<file path="src/rtl/sweep_ctrl.sv">
// sweep_ctrl: triangle sweep sequencer for the up/down counter datapath.
// Sweeps count between latched bounds lo..hi, one step per prescaler tick,
// in one-shot (lo->hi->lo) or continuous mode.
// Optional build macro SWEEP_PAUSE_EN adds a 'pause' input that freezes an
// active sweep (prescaler and count) while held high.
module sweep_ctrl #(
  parameter int unsigned WIDTH   = 8,
  parameter int unsigned PRESC_W = 16
) (
  input  logic               clk,
  input  logic               rst,
  input  logic               start,
  input  logic               stop,
  input  logic               mode_cont,
  input  logic [WIDTH-1:0]   lo,
  input  logic [WIDTH-1:0]   hi,
  input  logic [PRESC_W-1:0] presc,
`ifdef SWEEP_PAUSE_EN
  input  logic               pause,
`endif
  output logic [WIDTH-1:0]   count,
  output logic               dir,
  output logic               busy,
  output logic               done,
  output logic               turn,
  output logic               cfg_err
);

  typedef enum logic [1:0] {
    ST_IDLE = 2'd0,
    ST_UP   = 2'd1,
    ST_DOWN = 2'd2
  } state_t;

  state_t state;
  state_t state_nxt;

  // Configuration captured on an accepted start; the live inputs are ignored
  // for the rest of the sweep.
  logic [WIDTH-1:0]   lo_q;
  logic [WIDTH-1:0]   hi_q;
  logic [PRESC_W-1:0] presc_q;
  logic               cont_q;
  logic               load_cfg;

  logic [PRESC_W-1:0] pcnt;
  logic [PRESC_W-1:0] pcnt_nxt;
  logic               tick_c;
  logic               frozen_c;

  logic [WIDTH-1:0]   count_nxt;
  logic [WIDTH-1:0]   count_inc_c;
  logic [WIDTH-1:0]   count_dec_c;
  logic               dir_nxt;
  logic               done_nxt;
  logic               turn_nxt;
  logic               err_nxt;
  logic               cfg_bad_c;

  // Freeze request for an active sweep; tied off when the pause port is absent.
`ifdef SWEEP_PAUSE_EN
  assign frozen_c = pause;
`else
  assign frozen_c = 1'b0;
`endif

  // Prescaler terminal count and the two candidate step values.
  assign tick_c      = (pcnt == presc_q);
  assign count_inc_c = count + WIDTH'(1);
  assign count_dec_c = count - WIDTH'(1);
  assign cfg_bad_c   = (lo >= hi);

  // State, latched configuration, prescaler and all registered outputs.
  always_ff @(posedge clk) begin
    if (rst) begin
      state   <= ST_IDLE;
      lo_q    <= '0;
      hi_q    <= '0;
      presc_q <= '0;
      cont_q  <= 1'b0;
      pcnt    <= '0;
      count   <= '0;
      dir     <= 1'b1;
      busy    <= 1'b0;
      done    <= 1'b0;
      turn    <= 1'b0;
      cfg_err <= 1'b0;
    end else begin
      state   <= state_nxt;
      pcnt    <= pcnt_nxt;
      count   <= count_nxt;
      dir     <= dir_nxt;
      busy    <= (state_nxt != ST_IDLE);
      done    <= done_nxt;
      turn    <= turn_nxt;
      cfg_err <= err_nxt;
      if (load_cfg) begin
        lo_q    <= lo;
        hi_q    <= hi;
        presc_q <= presc;
        cont_q  <= mode_cont;
      end
    end
  end

  // Next-state and next-output decode; stop outranks both start and tick.
  always_comb begin
    state_nxt = state;
    pcnt_nxt  = pcnt;
    count_nxt = count;
    dir_nxt   = dir;
    done_nxt  = 1'b0;
    turn_nxt  = 1'b0;
    err_nxt   = 1'b0;
    load_cfg  = 1'b0;

    unique case (state)
      ST_IDLE: begin
        if (start) begin
          load_cfg = 1'b1;
          if (cfg_bad_c) begin
            err_nxt = 1'b1;
          end else begin
            count_nxt = lo;
            dir_nxt   = 1'b1;
            pcnt_nxt  = '0;
            state_nxt = ST_UP;
          end
        end
      end

      ST_UP: begin
        if (stop) begin
          state_nxt = ST_IDLE;
        end else if (!frozen_c) begin
          if (tick_c) begin
            pcnt_nxt  = '0;
            count_nxt = count_inc_c;
            if (count_inc_c == hi_q) begin
              dir_nxt   = 1'b0;
              turn_nxt  = 1'b1;
              state_nxt = ST_DOWN;
            end
          end else begin
            pcnt_nxt = pcnt + PRESC_W'(1);
          end
        end
      end

      ST_DOWN: begin
        if (stop) begin
          state_nxt = ST_IDLE;
        end else if (!frozen_c) begin
          if (tick_c) begin
            pcnt_nxt  = '0;
            count_nxt = count_dec_c;
            if (count_dec_c == lo_q) begin
              if (cont_q) begin
                dir_nxt   = 1'b1;
                turn_nxt  = 1'b1;
                state_nxt = ST_UP;
              end else begin
                done_nxt  = 1'b1;
                state_nxt = ST_IDLE;
              end
            end
          end else begin
            pcnt_nxt = pcnt + PRESC_W'(1);
          end
        end
      end

      default: begin
        state_nxt = ST_IDLE;
      end
    endcase
  end

endmodule

</file>
<file path="config.mk">
export PLATFORM = sky130hd
export DESIGN_NAME = sweep_ctrl
export DESIGN_NICKNAME = d
export VERILOG_FILES = /design/src/rtl/sweep_ctrl.sv
export SDC_FILE = /design/constraint.sdc
export NUM_CORES = 1
export LEC_CHECK = 0
export BUFFER_PORTS_ARGS = -buffer_cell sky130_fd_sc_hd__buf_2
export CAP_MARGIN = 30
export CORE_MARGIN = 1.5
export CORE_UTILIZATION = 35
export DETAILED_ROUTE_END_ITERATION = 10
export GPL_TIMING_DRIVEN = 0
export SYNTH_ARGS = -nofsm -noshare
export SYNTH_HDL_FRONTEND = slang
export SYNTH_SLANG_ARGS = --single-unit
</file>
<file path="constraint.sdc">
create_clock -name clk -period 8.7 [get_ports clk]
set_input_delay 1.305 -clock clk [delete_from_list [all_inputs] [get_ports clk]]
set_output_delay 1.305 -clock clk [all_outputs]
set_load 0.005 [all_outputs]
</file>
After elaboration in Yosys (flattened, before gate mapping). Cells that the tools add are included.

Add/subtract/negate cells: 3. $lt $le $gt $ge: 1. Eq/ne operators: 15. Muxes and demuxes: 44. Bitwise gates (word level): 5. Reduce and logical (&&, ||, !) cells: 10.

Operators with widths (number): $mux W16 (4); $mux W8 (6); $pmux W16 S2 (1); $pmux W8 S3 (1); $mux W1 (21); $ne A2 B2 Y1 const B (10); $add A16 B1 Y16 const B (1); $eq A16 B16 Y1 (1); $eq A8 B8 Y1 (2); $mux W2 (8); $reduce_and A10 Y1 (1); $add A8 B1 Y8 const B (1); $ge A8 B8 Y1 (1); $sub A8 B1 Y8 const B (1); $reduce_and A7 Y1 (1); $pmux W2 S3 (1); $not A1 Y1 (5); $reduce_or A5 Y1 (1); $reduce_and A4 Y1 (1); $reduce_bool A2 Y1 (2); $pmux W1 S3 (1); $reduce_bool A3 Y1 (1); $reduce_or A3 Y1 (1); $eq A2 B1 Y1 const B (1); other kinds (4) (4).

Flip-flop bits (word level): 64. Bits of input ports: 37. Output and inout bits: 13.

Longest topological paths before layout. Gate-level depths: netlist of the first run.

Depth in word-level cells: 7. Gate-level depth with buffers: 10.

Least setup slack after synthesis of the first run. No wires, ideal clock.

Kind: input port to flip-flop. Start point: input port lo[0]. End point: register pcnt[15]. Library setup time: 0.070 ns. Arrival time: 3.619 ns. Slack: 5.010 ns. Stages on the path: 10. Cell sequence: inv_1 ha_1 nand2b_1 a2111oi_0 o211ai_1 a21o_1 clkbuf_1 or2_2 or4_1 a21oi_1.

Cells in the longest elaborated chain, start to end: 3.

Ends and longest elaborated chain: start, declared (RTL line 15) `input logic [WIDTH-1:0] lo,`; $ge A8 B8 Y1 (RTL line 71) `assign cfg_bad_c = (lo >= hi);`; $ne A2 B2 Y1 (no source line); $reduce_and A4 Y1 (no source line); end signal, assigned (RTL line 90) `pcnt <= pcnt_nxt;`; end, declared (RTL line 46) `logic [PRESC_W-1:0] pcnt;`.

Every way passes these cells. A chain may end at the register's enable or synchronous reset.

Final worst setup path of the first run.
Start point: input port lo[0]. End point: register count[0].

Cells in the longest elaborated chain, start to end: 3.

Ends and longest elaborated chain: $ge A8 B8 Y1 / $mux W8 (equally long branches) (RTL line 71, 121); $ne A2 B2 Y1 (no source line) / $mux W8 (equally long branches); $reduce_and A7 Y1 (no source line) / $pmux W8 S3 (equally long branches); end signal, assigned (RTL line 91) `count <= count_nxt;`; end, declared (RTL line 21) `output logic [WIDTH-1:0] count,`.

Parallel ways exist; a longest one is shown, timed or not. The select of a mux whose other input is x is not followed.

==> metrics.txt, run 1 <==
Post-synth EDFFs 0; Post-Syn Nets 557; type of origin of the critical path input pin; Worst Path Arrival roughly 4400 ps; CP max FO 10; Lkg Pwr roughly 1.7 nW; WL per Instance 15.6 um; Synth Flop Type dfxtp_1; Reg2Reg Capture Point dir; hold_sp presc_q[6]; Synth Area in Compound Gates approximately a fifth; Setup TNS 0 ps; Nets 617; diode count 0; CP top delay family compound AO/OA/AOI/OAI gates; mux cell area share after synthesis 2.09%; Final Hold Fails 0; final setup fails 0; overall global routing resource usage about a fifth; layout cells sized above 1 13.0%; CTS tree done; flops & latches, synth 64; Cells after Synth 505; Cell Count Post-Placement approximately 700; Max clock buf depth 2; XOR/XNOR share of the synthesized area 7.77%; via count slightly below 4,000; vias in the first global route around 3,600; CP Capture Type flop; Tightest Pin Transition between 900 and 1000 ps; adder-cell share of the synthesized area under 10%; DR DRC count 0; Seq/Total Area, Yosys 33.4%; min-delay worst type flop to flop; reg2reg path depth 10; Horiz. Die Dim between 100 and 150 um; CP Buf/Inv Count 3; CTS Hold Buffers Added 0; simple-gate share of the synthesized area between 20 and 30%; final WL between 10 and 15 mm; final worst-path cycle share about half; clk_lat worst skew about 350 ps; max-slew violations 0; clk sinks 64; clock slew at reported path FFs 80 ps; num rows 38; final worst clock skew a little over 9 ps; crit-path most repeated cell a211oi_1; slowest cell on the critical path a211oi_1; setup bufs post-CTS 0; Highest Clock Rate 239 MHz; fin util 41.6%; drt pass-1 iters 5; post-DR vias/cell between 5 and 6; min Tclk post-route about 4200 ps; initial core utilization between 30% and 40%; peak per-stage delay on the critical path 780 ps; post-detail-place hpwl 8.37 mm; layout overhead on the synthesized area 16.7%; largest family of logic cells by synthesized area simple AND/OR/NAND/NOR gates; Core Footprint approximately 11,000 um^2; drt initial violations ~240; hold path cells 2; Port Buf Inserts between 40 and 50; GRT Residual Overflow 0; Synth warnings 0; required time worst endpoint 8950 ps; post-synthesis cell area 3830 um^2; Cell Pwr Density about 190 nW/um^2; clk root buf clkbuf_8; Crit Path Class input pin to flop; Peak VDD IR approximately 0.000087 V; global-route wire length before repair ~18 mm; Placed Area between 4000 and 5000 um^2; unrepaired setup endpoints after global routing false; CTS resizes 0; H-tree Lvls 3; I/O pin count 50; global placement routability congestion around 0.87; antenna-violating nets left 0; status finished clean; initial antenna violation count 0; largest net degree at the start of global routing 13; total CTS buffers 9; Max-cap violations 0; Final Instance Count excl. Fillers 710; die height 108 um; Post-synth ARST share 0%; Mapped Avg Cell Area around 7.6 um^2; cell area after layout 4470 um^2; reg2reg start count[0]; R2R setup slack about 4900 ps; area of the die 11,600 um^2; hold endpoint presc_q[6]; distinct cell type count after synthesis between 50 and 60; CP Cell Sequence buf_2, inv_1, ha_1, nand2b_1, a2111oi_0, o211ai_1, and2_1, a211oi_1, clkbuf_1, nor2_1, a211oi_1; Worst slew margin a little over a third
[area by class of cell]
| class | instances | area, um^2 |
|---|---|---|
| fill | 1143 | 6270 |
| multi-input combinational | 388 | 2350 |
| sequential | 64 | 1280 |
| timing repair buffer | 49 | 245 |
| tap | 140 | 175 |
| buffer | 33 | 126 |
| clock buffer | 9 | 124 |
| clock inverter | 7 | 95.1 |
| inverter | 20 | 75.1 |
[tightest hold or removal path, stage by stage (launching register included)]
cell     delay [ps]
dfxtp_1         320
nand2_1          50
a21oi_1          50
[Yosys cell counts (3+ instances only)]
cell       instances  area share (%)
nand3b_1          10             2.0
nor2b_1            4            0.65
inv_1             19             1.9
xnor2_1           26             5.9
a31oi_1            7             1.1
a221oi_1           3            0.69
a211oi_1           7             1.4
nor3_1             8             1.0
or3_1              9             1.5
nand2b_1           4            0.65
a21oi_1           56             7.3
ha_1              15             4.9
a2111oi_0          3            0.69
clkbuf_1          29             2.8
and3_1             8             1.3
o21ai_0           25             3.3
nand4_1            6            0.98
a41oi_1            3            0.69
dfxtp_1           64              33
xor2_1             8             1.8
nand3_1           12             1.6
o211ai_1           4            0.78
nand2_1           87             8.5
nor2_1            32             3.1
mux2i_1            8             2.1
and2_1             6            0.98
[cells by family after synthesis]
family                     after synthesis
buffers and inverters                   53
AOI/OAI and AO/OA                      130
muxes                                    8
DFF                                     64
xor gates and xnor gates                34
and+or+nand+nor                        201
adders and majority gates               15
[cell usage in the layout (no fill, tap or decap), types with 4 or more instances in the layout]
master | netlist | layout
or3_1 | 9 | 9
xnor2_1 | 26 | 26
nand3b_1 | 10 | 10
o211ai_1 | 4 | 4
ha_1 | 15 | 15
and2_1 | 6 | 6
o21ai_0 | 25 | 25
xor2_1 | 8 | 8
nand3_1 | 12 | 12
and3_1 | 8 | 8
nor2b_1 | 4 | 4
a211oi_1 | 7 | 7
nor3_1 | 8 | 8
clkbuf_8 | 0 | 9
mux2i_1 | 8 | 8
nor2_1 | 32 | 32
nand2b_1 | 4 | 4
dfxtp_1 | 64 | 64
clkbuf_1 | 29 | 29
inv_1 | 19 | 19
a31oi_1 | 7 | 7
nand2_1 | 87 | 87
buf_2 | 2 | 50
a21oi_1 | 56 | 56
nand4_1 | 6 | 6
[registers in the layout, indices dropped and copies added, names as in the netlist, 2 cells and up]
signal and cells:
count 8, pcnt 16, state 2, presc_q 16
hi_q 8, lo_q 8
[worst max-delay path by stage]
| stage | cells after the start | slack [ps] | endpoint | from |
|---|---|---|---|---|
| 2_1_floorplan | 10 | 5010 | pcnt[15] | lo[0] |
| 3_3_place_gp | 11 | 4260 | count[2] | lo[0] |
| 3_5_place_dp | 11 | 4170 | count[0] | lo[0] |
| 4_1_cts | 11 | 4530 | count[0] | lo[0] |
| 5_1_grt | 11 | 4200 | count[0] | lo[0] |
| 6_report | 11 | 4510 | count[0] | lo[0] |
[per-layer routing]
| layer | vias up | share of wire [%] | track usage (%) |
|---|---|---|---|
| li1 | 1897 | - | - |
| met1 | 1798 | 45 | 26.8 |
| met2 | 143 | 46 | 33.3 |
| met3 | 11 | 6.6 | 4.30 |
| met4 | 0 | 1.6 | 5.45 |
| met5 | - | 0 | 0 |
[power by group]
| group | leakage (nW) | internal, W | switching [W] |
|---|---|---|---|
| registers | 0.523 | 0.000311 | 0.0000164 |
| clock network | 0.110 | 0.000162 | 0.000128 |
| logic | 1.10 | 0.0000861 | 0.000139 |
| total | 1.73 | 0.000559 | 0.000284 |
[metrics by stage]
stage,setup WS (ps),power (W),hold WS [ps]
finish,4510,0.000843,471
floorplan,5010,0.000489,448
detailed placement,4170,0.000557,465
CTS,4530,0.000845,475
global route,4200,0.000891,493
global placement,4260,0.000552,459
(Power assumes the default switching activity.)
==> run 2, diff against run 1 <==
Settings changed: ABC_AREA set to 1.
Clock period 8.7 ns to 3.8 ns, I/O delays scaled along.
==> run 2 against run 1 <==
  * Synthesized cell count up 17%
  * Critical endpoint is now busy
  * Hold slack worse by 28 ps
  * Setup slack worse by 3300 ps
  * Non-clock buffer count decreased by 10
==> metrics.txt, run 2 <==
peak per-stage delay on the critical path 540 ps; Placed Area about 4300 um^2; status finished clean; CTS Hold Buffers Added 0; antenna-violating nets left 0; Post-synth EDFFs 0; clk sinks 64; initial antenna violation count 0; Setup TNS 0 ps; hold endpoint done; clk root buf clkbuf_8; final worst clock skew 9.58 ps; Lkg Pwr about 2.0 nW; DR DRC count 0; final setup fails 0; vias in the first global route roughly 3,600; global-route wire length before repair 18.4 mm; Final Hold Fails 0; I/O pin count 50; Synth Flop Type dfxtp_1; Cell Pwr Density 431 nW/um^2; largest net degree at the start of global routing 11; top cells by count, synth nand2_1, nor2_1, dfxtp_1, inv_1, o21ai_0; GRT Residual Overflow 0; R2R setup slack around 1200 ps; min Tclk post-route approximately 2600 ps; Core Footprint about 11,000 um^2; dominant cell type by area after synthesis dfxtp_1; most frequent cells in the layout nand2_1, nor2_1, dfxtp_1; Cells after Synth 590; crit-path most repeated cell nand2_1; post-synthesis cell area 3930 um^2; layout cells sized above 1 16.4%; sw power 0.000706 W; distinct cell type count after synthesis 32; cell area after layout 4530 um^2; overall global routing resource usage between 20 and 25%; Seq pwr share 40.1%; post-detail-place hpwl 8.33 mm; slowest cell on the critical path dfxtp_1; Peak VDD IR between 0.0002 and 0.00025 V; CTS tree done; final WL 11.4 mm; CTS resizes 0; CP top delay family simple AND/OR/NAND/NOR gates; Largest regs pcnt: 16 flops, presc_q: 16 flops; reg2reg start count[0]; Post-Syn Nets ~640; Sw Share roughly 36%; min-delay worst type input pin to flop; Tightest Pin Transition about 700 ps; type of origin of the critical path flop; Nets 701; area of the die between 10,000 and 15,000 um^2; final worst-path cycle share between 60% and 70%; flops & latches, synth 64; Seq/Total Area, Yosys roughly 33%; top cells by area, synth dfxtp_1, nand2_1, o21ai_0, a21oi_1, nor2_1; clock slew at reported path FFs ~70 ps; reg2reg path depth 18; Max-cap violations 0; clk_lat worst skew 360 ps; hold_sp stop; required time worst endpoint 4050 ps; layout overhead on the synthesized area 15.3%; post-DR vias/cell 5.14; Clock Power Share a little under a third; drt pass-1 iters 5; global placement routability congestion just over 0.9; CP Cell Sequence inv_2, buf_6, ha_1, inv_1, nand2_1, nand2_1, nor2_1, nand3_1, nor2_2, nand2_2, nor2_4, nand3_2, nand3_1, nand3_1, nand2_1, nand2_1, nand2_1, nand2_1; CP Capture Type flop; via count slightly above 4,000; Horiz. Die Dim 109 um; internal power ~0.0012 W; Synth warnings 0; Comb power frac ~30%; die height 109 um; num rows 38; Max clock buf depth 2; setup bufs post-CTS 0; initial core utilization between 30 and 40%; Crit Path Class flop to flop; hold path cells 2; Worst Path Arrival between 2000 and 3000 ps; drt initial violations around 270; most common cell after layout, fill and taps aside nand2_1; max-slew violations 0; Mapped Avg Cell Area 6.66 um^2; total CTS buffers 9; Worst slew margin a little over half; WL per Instance about 14 um; count leader, synth nand2_1; top cell type's share of synthesized area 32.6%; Highest Clock Rate around 400 MHz; diode count 0; Port Buf Inserts 48; CP Buf/Inv Count 3; H-tree Lvls 3; Post-synth ARST share 0%; Reg2Reg Capture Point busy; unrepaired setup endpoints after global routing false; CP max FO 10
[run 2: cell count changes in the layout (fill, tap and decap cells not counted), sizes merged, moves of 9 or more]
cell,before,now
clkbuf,39,24
o21ai,25,64
inv,20,69
xnor2,26,8
nand2,87,120
nand3,12,45
nor2,32,82
or3,9,0
[run 2: layout make-up]
type                       instances  area (um^2)
fill                            1163         6350
inverter                          69          259
clock inverter                     4         45.0
sequential                        64         1280
timing repair buffer              48          240
tap                              140          175
clock buffer                      11          141
multi-input combinational        433         2260
buffer                            24          128
[run 2: worst max path at each step]
stage / from / end / slack, ps / cells after the start
5_1_grt: count[0] / busy / 1060 / 18
3_3_place_gp: hi[7] / pcnt[4] / 1210 / 13
3_5_place_dp: hi[7] / pcnt[4] / 1190 / 13
6_report: count[0] / busy / 1240 / 18
2_1_floorplan: hi[7] / pcnt[4] / 1730 / 12
4_1_cts: count[0] / busy / 1300 / 18
[run 2: power by group through the flow]
stage          logic (W)  clock network [W]  registers [W]
4_1_cts         0.000571           0.000597       0.000781
5_1_grt         0.000651           0.000633       0.000789
6_report        0.000577           0.000593       0.000782
3_3_place_gp    0.000561                  0       0.000795
3_5_place_dp    0.000567                  0       0.000796
2_1_floorplan   0.000413                  0       0.000786
[run 2: cell families (layout without fill, tap and decap cells)]
family | Yosys count | count (layout) | synth area share (%)
buffers and inverters | 93 | 156 | 9.83
and+or+nand+nor | 274 | 274 | 31.8
DFF | 64 | 64 | 32.6
adders and majority gates | 15 | 15 | 4.77
AOI/OAI and AO/OA | 127 | 127 | 17.2
xor gates and xnor gates | 17 | 17 | 3.79
[run 2: metrics by stage]
stage	setup WS [ps]	total power [W]	instances	hold WS (ps)	utilization, %
after floorplan	1730	0.00120	590	444	-
after global placement	1210	0.00136	778	458	39.9
after detailed placement	1190	0.00136	778	465	39.9
after CTS	1300	0.00195	793	437	41.6
after global routing	1060	0.00207	793	446	41.6
final	1240	0.00195	793	443	41.6
[run 2: layer usage]
| layer | wire length, um | up-vias | global-route usage, % | part of all wire (%) |
|---|---|---|---|---|
| met4 | 250 | 0 | 7.24 | 2.2 |
| met1 | 5400 | 1852 | 28.8 | 48 |
| li1 | - | 2057 | - | - |
| met5 | 0 | - | 0 | 0 |
| met2 | 4850 | 146 | 30.2 | 43 |
| met3 | 853 | 23 | 5.08 | 7.5 |
